### src/rtl/bike_pkg.sv
// Shared BIKE definitions: reader FSM states, a constant-safe clog2 and polynomial word counts.
package bike_pkg;

  typedef enum logic [1:0] {
    IDLE  = 2'd0,
    RUN   = 2'd1,
    DRAIN = 2'd2,
    DONE  = 2'd3
  } rd_state_t;

  function automatic int clog2(input int value);
    int r;
    r = 0;
    for (int i = 0; i < 31; i++) begin
      if ((1 << i) < value) r = i + 1;
    end
    return r;
  endfunction

  localparam int WORD_BITS = 32;

  // Level-1 parameter set and a reduced-size set used for bring-up.
  localparam int R_BITS_L1   = 12323;
  localparam int R_WORDS_L1  = (R_BITS_L1 + WORD_BITS - 1) / WORD_BITS;
  localparam int R_BITS_TOY  = 523;
  localparam int R_WORDS_TOY = (R_BITS_TOY + WORD_BITS - 1) / WORD_BITS;

endpackage

### src/rtl/bike_fifo2.sv
// 2-entry first-word-fall-through FIFO; head visible the cycle after push.
// The caller guarantees it never pushes when full unless it pops in the same cycle.
module bike_fifo2 #(
  parameter int W = 33
) (
  input  logic         clk,
  input  logic         resetn,
  input  logic         push,
  input  logic [W-1:0] push_dat,
  input  logic         pop,
  output logic [W-1:0] head,
  output logic [1:0]   occ
);

  logic [W-1:0] mem [2];
  logic         wr_ptr;
  logic         rd_ptr;

  always_ff @(posedge clk or negedge resetn) begin
    if (!resetn) begin
      mem[0] <= '0;
      mem[1] <= '0;
      wr_ptr <= 1'b0;
      rd_ptr <= 1'b0;
      occ    <= 2'd0;
    end else begin
      if (push) begin
        mem[wr_ptr] <= push_dat;
        wr_ptr      <= !wr_ptr;
      end
      if (pop) rd_ptr <= !rd_ptr;
      case ({push, pop})
        2'b10:   occ <= occ + 2'd1;
        2'b01:   occ <= occ - 2'd1;
        default: occ <= occ;
      endcase
    end
  end

  assign head = mem[rd_ptr];

endmodule

### src/rtl/bike_bram_rev_reader.sv
// Streams a polynomial out of a 1-cycle-latency BRAM in descending, wrapping address order.
// First word one cycle after ram_en; reads are credit-limited to 2 outstanding words so ready may stall forever.
module bike_bram_rev_reader
  import bike_pkg::*;
#(
  parameter int ADDR_W     = 5,
  parameter int DATA_W     = 32,
  parameter int WORDS      = 17,
  parameter int START_ADDR = 1
) (
  input  logic              clk,
  input  logic              resetn,
  input  logic              start,
  output logic              busy,
  output logic              done,
  output logic              ram_en,
  output logic [ADDR_W-1:0] ram_addr,
  input  logic [DATA_W-1:0] ram_dout,
  output logic [DATA_W-1:0] out_data,
  output logic              out_valid,
  input  logic              out_ready,
  output logic              out_last
);

  localparam int                CNT_W      = clog2(WORDS + 1);
  localparam logic [ADDR_W-1:0] LAST_ADDR  = ADDR_W'(WORDS - 1);
  localparam logic [CNT_W-1:0]  LAST_ISSUE = CNT_W'(WORDS - 1);

  rd_state_t         state;
  rd_state_t         state_nxt;
  logic [ADDR_W-1:0] addr;
  logic [CNT_W-1:0]  issued;
  logic              inflight;
  logic              inflight_last;
  logic              issue_last;
  logic [1:0]        occ;
  logic [DATA_W:0]   fifo_head;
  logic              bypass;
  logic              pop;
  logic              fifo_push;
  logic              fifo_pop;
  logic [2:0]        owed;

  // A response arriving into an empty FIFO is presented straight from the BRAM.
  assign bypass    = inflight && (occ == 2'd0);
  assign out_valid = inflight || (occ != 2'd0);
  assign {out_last, out_data} = bypass ? {inflight_last, ram_dout} : fifo_head;
  assign pop       = out_valid && out_ready;
  assign fifo_push = inflight && !(bypass && out_ready);
  assign fifo_pop  = pop && !bypass;

  // Words already owed downstream: buffered plus the read in flight, less the one leaving now.
  assign owed       = {1'b0, occ} + {2'b00, inflight} - {2'b00, pop};
  assign issue_last = (issued == LAST_ISSUE);
  assign ram_addr   = addr;
  assign busy       = (state != IDLE);
  assign done       = (state == DONE);

  always_comb begin
    state_nxt = state;
    ram_en    = 1'b0;
    case (state)
      IDLE:  if (start) state_nxt = RUN;
      RUN: begin
        ram_en = (owed < 3'd2);
        if (ram_en && issue_last) state_nxt = DRAIN;
      end
      DRAIN: if (pop && out_last) state_nxt = DONE;
      DONE:  state_nxt = IDLE;
      default: state_nxt = IDLE;
    endcase
  end

  always_ff @(posedge clk or negedge resetn) begin
    if (!resetn) begin
      state         <= IDLE;
      addr          <= '0;
      issued        <= '0;
      inflight      <= 1'b0;
      inflight_last <= 1'b0;
    end else begin
      state    <= state_nxt;
      inflight <= ram_en;
      if (ram_en) inflight_last <= issue_last;
      if (state == IDLE && start) begin
        addr   <= ADDR_W'(START_ADDR);
        issued <= '0;
      end else if (ram_en) begin
        addr   <= (addr == '0) ? LAST_ADDR : addr - 1'b1;
        issued <= issued + 1'b1;
      end
    end
  end

  bike_fifo2 #(
    .W(DATA_W + 1)
  ) u_fifo (
    .clk      (clk),
    .resetn   (resetn),
    .push     (fifo_push),
    .push_dat ({inflight_last, ram_dout}),
    .pop      (fifo_pop),
    .head     (fifo_head),
    .occ      (occ)
  );

endmodule

### config.mk
export PLATFORM = sky130hd
export DESIGN_NAME = bike_bram_rev_reader
export DESIGN_NICKNAME = d
export VERILOG_FILES = /design/src/rtl/bike_pkg.sv /design/src/rtl/bike_fifo2.sv /design/src/rtl/bike_bram_rev_reader.sv
export SDC_FILE = /design/constraint.sdc
export NUM_CORES = 1
export LEC_CHECK = 0
export ABC_CLOCK_PERIOD_IN_PS = 6400
export CAP_MARGIN = 10
export CORE_MARGIN = 2
export CORE_UTILIZATION = 38
export DETAILED_ROUTE_END_ITERATION = 10
export GPL_TIMING_DRIVEN = 0
export PLACE_DENSITY_LB_ADDON = 0.05
export SLEW_MARGIN = 20
export SYNTH_ARGS = -nofsm -noshare
export SYNTH_HDL_FRONTEND = slang
export SYNTH_SLANG_ARGS = --single-unit
export TNS_END_PERCENT = 5
### constraint.sdc
create_clock -name clk -period 6.4 [get_ports clk]
set_input_delay 1.6 -clock clk [delete_from_list [all_inputs] [get_ports clk]]
set_output_delay 1.6 -clock clk [all_outputs]
set_load 0.05 [all_outputs]
# --- Word level (Yosys, flattened, before mapping) ---
# Cells that the tools add are included.
word_totals:
  ff_bits: 84
  input_bits: 36
  output_inout_bits: 42
  elab_cells: 71
op_classes:
  addsub: 6
  magnitude_cmp: 4
  eq_ne: 9
  muxes: 18
  bitwise: 2
  n_reduce_logical: 22
op_table:
  columns: ["op", "n"]
  rows:
  - ["$mux 33", 5]
  - ["$bwmux 66", 1]
  - ["$demux 33 s1", 1]
  - ["$mux 5", 5]
  - ["$logic_and 1x1->1", 9]
  - ["$pmux 2 s4", 1]
  - ["$reduce_bool 2->1", 4]
  - ["$eq 2x2->1 const B", 3]
  - ["$mux 2", 3]
  - ["$ne 2x2->1 const B", 3]
  - ["$add 5x1->5 const B", 1]
  - ["$eq 5x5->1 const B", 1]
  - ["$logic_not 5->1", 1]
  - ["$sub 5x1->5 const B", 1]
  - ["$eq 2x1->1 const B", 2]
  - ["$ge 2x2->1 const B", 2]
  - ["$logic_not 1->1", 4]
  - ["$logic_not 2->1", 2]
  - ["$not 1->2", 2]
  - ["$pmux 2 s2", 1]
  - ["$add 2x1->3", 1]
  - ["$lt 3x2->1 const B", 1]
  - ["$reduce_and 3->1", 1]
  - ["$sub 3x1->3", 1]
  - ["5 further kinds", 5]

# --- Depth between registers and ports, before layout ---
# Gate-level depths: netlist (run 1).
depth:
  word_depth: 8
  depth_mapped: 11
  depth_no_buf: 10

# --- By module ---
# Synthesis (run 1) repeated with hierarchy kept, for this count alone.
unflattened:
  cells_unflattened: 316
  hier_area_um2: 4310.4
modules_own_cells:
  columns: ["module", "n_inst", "cells_each", "area_each_um2", "seq_area_each_um2"]
  rows:
  - ["bike_fifo2", 1, 189, 3035.4, 1751.7]
  - ["bike_bram_rev_reader", 1, 127, 1275.0, 350.3]

# --- Worst setup path before layout (run 1) ---
# OpenSTA, ideal clock, no wires.
synth_path:
  path_kind: "input to output"
  from: "in out_ready"
  to: "out ram_en"
  arrival_time_ns: 3.329
  required_time_ns: 4.800
  path_slack_ns: 1.471
  path_stages: 7
  path_buffers: 0
  cell_sequence: "and2_1 -> ha_1 -> nand2b_1 -> fa_1 -> xnor2_2 -> nand3_2 -> inv_1"
synth_between:
  elab_chain_cells: 4
synth_rtl:
  columns: ["element", "line", "rtl"]
  rows:
  - ["start: declaration", "bike_bram_rev_reader.sv:21", "input logic out_ready,"]
  - ["$logic_and 1x1->1", "bike_bram_rev_reader.sv:48", "assign pop = out_valid && out_ready;"]
  - ["$sub 3x1->3", "bike_bram_rev_reader.sv:53", "assign owed = {1'b0, occ} + {2'b00, inflight} - {2'b00, pop};"]
  - ["$lt 3x2->1", "bike_bram_rev_reader.sv:65", "ram_en = (owed < 3'd2);"]
  - ["$mux 1", "bike_bram_rev_reader.sv:62", "case (state)"]
  - ["end: declaration", "bike_bram_rev_reader.sv:16", "output logic ram_en,"]
# No other way between the ends.

# --- Worst setup path in the final report (run 1) ---
# Same ends and word-level chain as after synthesis.

==> results of run 1 <==
## per-layer routing
metal / vias up / global-route usage, % / share of wire [%]
met5: - / 0 / 0
met4: 0 / 5.70 / 1.5
met3: 11 / 2.43 / 3.4
met2: 48 / 26.1 / 48
met1: 1479 / 21.8 / 47
li1: 1416 / - / -
## how the worst min path moves through the flow
| stage | to | cells past startpoint | start |
|---|---|---|---|
| after floorplan | u_fifo.mem[37] | 1 | u_fifo.mem[37] |
| after global placement | u_fifo.mem[37] | 1 | u_fifo.mem[37] |
| after detailed placement | u_fifo.mem[37] | 1 | u_fifo.mem[37] |
| after CTS | u_fifo.mem[37] | 1 | u_fifo.mem[37] |
| after global routing | u_fifo.mem[41] | 1 | u_fifo.mem[41] |
| final | u_fifo.mem[37] | 1 | u_fifo.mem[37] |
## cell usage after synthesis (all sizes together) (3+ instances only)
library cell  instances  area share (%)
nor2                 11             1.2
ha                   10             3.0
mux2                 70              19
or3                   3            0.44
dfrtp                84              50
nand2                40             3.6
mux2i                34             8.1
xnor2                 5             1.2
nand4                 4            0.59
inv                  10            0.89
o21ai                32             3.8
a21oi                 4            0.47
clkbuf                7            0.62
nand3                 3            0.47
buf                  12             2.2
a211o                 3            0.62
xor2                  3            0.62
## area by class of cell
cell class	count	share of cell area, %
Timing Repair Buffer	78	14.7
Clock inverter	5	1.14
Inverter	10	0.696
Clock buffer	11	2.62
Multi-Input combinational cell	241	36.4
Tap cell	140	3.25
Buffer	19	2.18
Sequential cell	84	39.0
## metrics by stage
stage          setup slack, ps  hold WS (ps)  area (µm²)  util, %  std cells
2_1_floorplan             1470           457        4220        -        354
4_1_cts                    167           497        5400     49.8        588
6_report                   181           494        5400     49.8        588
5_1_grt                   18.0           522        5400     49.8        588
3_5_place_dp               167           474        5190     47.9        572
3_3_place_gp               184           468        5170     47.7        571
## sequential cells by signal, indices dropped and copies added (netlist names)
name	flops
inflight	1
issued	5
u_fifo.mem	66
state	2
u_fifo.rd_ptr	1
inflight_last	1
u_fifo.wr_ptr	1
u_fifo.occ	2
ram_addr	5
## cell families after synthesis
| kind of cell | count (synthesis) |
|---|---|
| compound gates | 45 |
| simple gates | 73 |
| flops | 84 |
| fa+ha+maj | 11 |
| mux | 104 |
| xor+xnor | 8 |
| buf+inv | 29 |
## worst max-delay path, delay by kind of cell
| kind | cells | cell delay (ps) |
|---|---|---|
| buf+inv | 3 | 1550 |
| fa+ha+maj | 2 | 660 |
| simple gates | 3 | 530 |
| xor+xnor | 1 | 270 |
==> impl_metrics.ini, run 1 <==
[drt]
avgViaCountPerCell = 5.02
dr.pass1.iters = 4
post-route-drc-count = 0
ant_nets = 0
drt_iter0_markers = 131
post_drt_wl_per_cell_um = 15.3
vias = 2954
routed_wl_mm = 8.97

[clock_network]
path_clk_slew_ps = 90
cts.path.max_buffers = 2
cts_buffers = 9
clk_latency_ps = 350
postCtsHoldBufs = 0
cts.htree.levels = 3
cts_tree = done
cts.sinks = 84
root_buffer = clkbuf_8
cts-resized-gates = 0
postCtsSetupBuffers = 0

[final_layout]
mostFrequentLayoutCell = dfrtp_1
regArea_mm2 = 0.00210
final_cell_mix = dfrtp_1, clkdlybuf4s50_1, mux2_2, nand2_1, mux2i_1
drive_above_1_share_pct = 23.0
filler_cell_count = 1027
multi_input_area_mm2 = 0.00196
antenna_cells = 0
nets = 490
synthToLayoutAreaGrowth_pct = 27.8

[worst_setup_path]
path_max_fanout = 8
cp_slowest_cell = clkdlybuf4s50_1
cp-startpoint = out_ready
crit_arrival_ps = 4620
path_cells = clkdlybuf4s50_1 -> and2_1 -> ha_1 -> nand2b_1 -> fa_1 -> xnor2_2 -> nand3_2 -> inv_1 -> clkdlybuf4s50_1
reg2reg_depth = 9
crit_end = ram_en
cp-start-kind = input port
cp.required_ps = 4800
worstSetupPathType = input port to primary output
worst_setup_path_end_kind = primary output
cp_slowest_stage_delay_ps = 840
r2r-end = state[1]
reg2reg_from = u_fifo.occ[1]
path_common_cell = clkdlybuf4s50_1
reg2reg_slack_ps = 3310

[die]
core_area_mm2 = 0.0108
fp.dieArea_mm2 = 0.0120
start_util_pct = 38.9
io-pin-count = 78
rows = 38
die_x_um = 109
die_y_um = 109

[logic_synthesis]
synth_fa_ha_area_share_pct = 3.44
avgSynthCellArea_um2 = 11.9
synthSimpleGateAreaFrac_pct = 8.45
synthesis.nets = 401
synthMuxAreaShare_pct = 26.8
synth_edf_count = 0
ys_warn_count = 0
synth_xor_area_share_pct = 1.84
synth_area_mm2 = 0.00422
ys_ff_latch = 84
synthFlopType = dfrtp_1
synth-compound-area-share_pct = 5.99
ys_types = 37
async_flop_share_pct = 100
seq_area_frac_synth_pct = 49.8
synth_top_family_by_area = multiplexers
syn_inst = 354

[timing]
finalHoldViolCount = 0
finalSetupViolCount = 0
rsz0062_at_grt = no
max_freq_mhz = 161
max_slew.worst_pin.slew_ps = 547
fin_crit_sh_pct = 97.2
fin_tns_setup_ps = 0
maxSlewHeadroom_pct = 63.5
min_period_ps = 6220
clock_skew_ps = 12.6
drv_slew = 0

[outcome]
status = complete, no violations

[placement]
gp_congestion = 0.757
portBuffers = 77
hpwlAfterDp_mm = 5.94

[grt]
grt_overflow = 0
grt_max_degree = 54
antenna_found_initial = 0
grt_pass1_wl_mm = 14.9
grt_pass1_vias = 3057
grt_usage_pct = 16.0

[min_path]
hp-class = flip-flop to flip-flop

[flow_run]
max_cap_violations = 0
Power of run 1 is not shown: default switching activity piles up to over one toggle a cycle in this logic, so the estimate is an artifact.
==> inputs of run 2 (changes only) <==
- CORE_ASPECT_RATIO: unset -> 2
==> impl_metrics.ini, run 2 (same netlist as run 1, synthesis figures left out) <==
[timing]
min_period_ps = 5900
rsz0062_at_grt = no
max_freq_mhz = 170
finalHoldViolCount = 0
fin_crit_sh_pct = 92.2
max_slew.worst_pin.slew_ps = 544
fin_tns_setup_ps = 0
maxSlewHeadroom_pct = 63.8
drv_slew = 0
finalSetupViolCount = 0
clock_skew_ps = 8.92

[outcome]
status = complete, no violations

[final_layout]
final_cell_count_no_fill = 588
final_cell_mix = dfrtp_1, clkdlybuf4s50_1, mux2_2, nand2_1, mux2i_1
synthToLayoutAreaGrowth_pct = 29.7
filler_cell_count = 994
mostFrequentLayoutCell = dfrtp_1
largest_reg_flops = 66
nets = 490
antenna_cells = 0
largest_register = u_fifo.mem
drive_above_1_share_pct = 23.0

[drt]
post-route-drc-count = 0
dr.pass1.iters = 4
routed_wl_mm = 9.22
drt_iter0_markers = 85
post_drt_wl_per_cell_um = 15.7
vias = 2943
avgViaCountPerCell = 5.01
ant_nets = 0

[worst_setup_path]
cp_slowest_stage_delay_ps = 490
path_cells = clkdlybuf4s50_1 -> and2_1 -> ha_1 -> nand2b_1 -> fa_1 -> xnor2_2 -> nand3_2 -> inv_1 -> dlymetal6s2s_1
cp-start-kind = input port
reg2reg_depth = 9
reg2reg_from = u_fifo.occ[1]
path_max_fanout = 8
worst_setup_path_end_kind = primary output
cp.required_ps = 4800
worstSetupPathType = input port to primary output
reg2reg_slack_ps = 3250
crit_arrival_ps = 4300
cp_slowest_cell = clkdlybuf4s50_1
r2r-end = inflight_last

[die]
start_util_pct = 38.8
core_area_mm2 = 0.0109
die_y_um = 153
die_x_um = 78.5
rows = 54
io-pin-count = 78
fp.dieArea_mm2 = 0.0120

[grt]
grt_pass1_vias = 3104
grt_overflow = 0
grt_pass1_wl_mm = 15.4
grt_max_degree = 56
antenna_found_initial = 0
grt_usage_pct = 16.4

[placement]
dp_cells = 572
portBuffers = 77
hpwlAfterDp_mm = 6.40
gp_congestion = 0.710

[clock_network]
cts.path.max_buffers = 2
root_buffer = clkbuf_16
clk_latency_ps = 330
cts.htree.levels = 3
path_clk_slew_ps = 60
postCtsHoldBufs = 0
cts.sinks = 84
cts_tree = done
cts_buffers = 9

[min_path]
whs_endpoint = u_fifo.mem[37]
hold_start = u_fifo.mem[37]
worstHoldPathCells = 1
hp-class = flip-flop to flip-flop

[flow_run]
max_cap_violations = 0
-- run 2: what timing repair did --
action,in CTS,in global routing
setup endpoints to repair,0,1
setup buffers,0,0
gates resized for setup,0,1
-- run 2: how the worst max path moves through the flow --
stage	startpoint	endpoint	slack (ps)
2_1_floorplan	out_ready	ram_en	1470
6_report	out_ready	ram_en	500
3_3_place_gp	out_ready	ram_en	150
4_1_cts	out_ready	ram_en	60
5_1_grt	out_ready	ram_en	290
3_5_place_dp	out_ready	ram_en	80
-- run 2: area by class of cell --
type	instances	area, µm²	area share, %
flip-flops and latches	84	2100	38.4
multi-input cells	241	1960	35.9
repair buffers	78	798	14.6
clock buffers	11	243	4.43
well taps	140	175	3.20
plain buffers	19	118	2.15
inverters	10	37.5	0.686
clock inverters	5	36.3	0.663
-- run 2: metrics by stage --
step	hold WS [ps]	cell area, µm²	util, %	setup slack, ps
floorplan	457	4220	-	1470
global placement	468	5170	47.5	153
detailed placement	485	5190	47.7	75.6
CTS	498	5470	50.3	63.2
global route	513	5470	50.3	294
finish	493	5470	50.3	502
-- run 2: worst max-delay path, delay by kind of cell --
family	cells	cell delay, ps
AND/OR/NAND/NOR	3	540
buffers and inverters	3	1200
XOR/XNOR	1	280
adder cells (fa/ha/maj)	2	670
-- run 2: routing by layer --
layer | wire length (µm) | global-route usage (%) | vias to the layer above
met5 | 0 | 0 | -
met4 | 175 | 6.27 | 0
met3 | 301 | 3.48 | 14
met2 | 4780 | 28.9 | 61
met1 | 3960 | 19.3 | 1449
li1 | - | - | 1419
Power of run 2 is left out for the same reason.
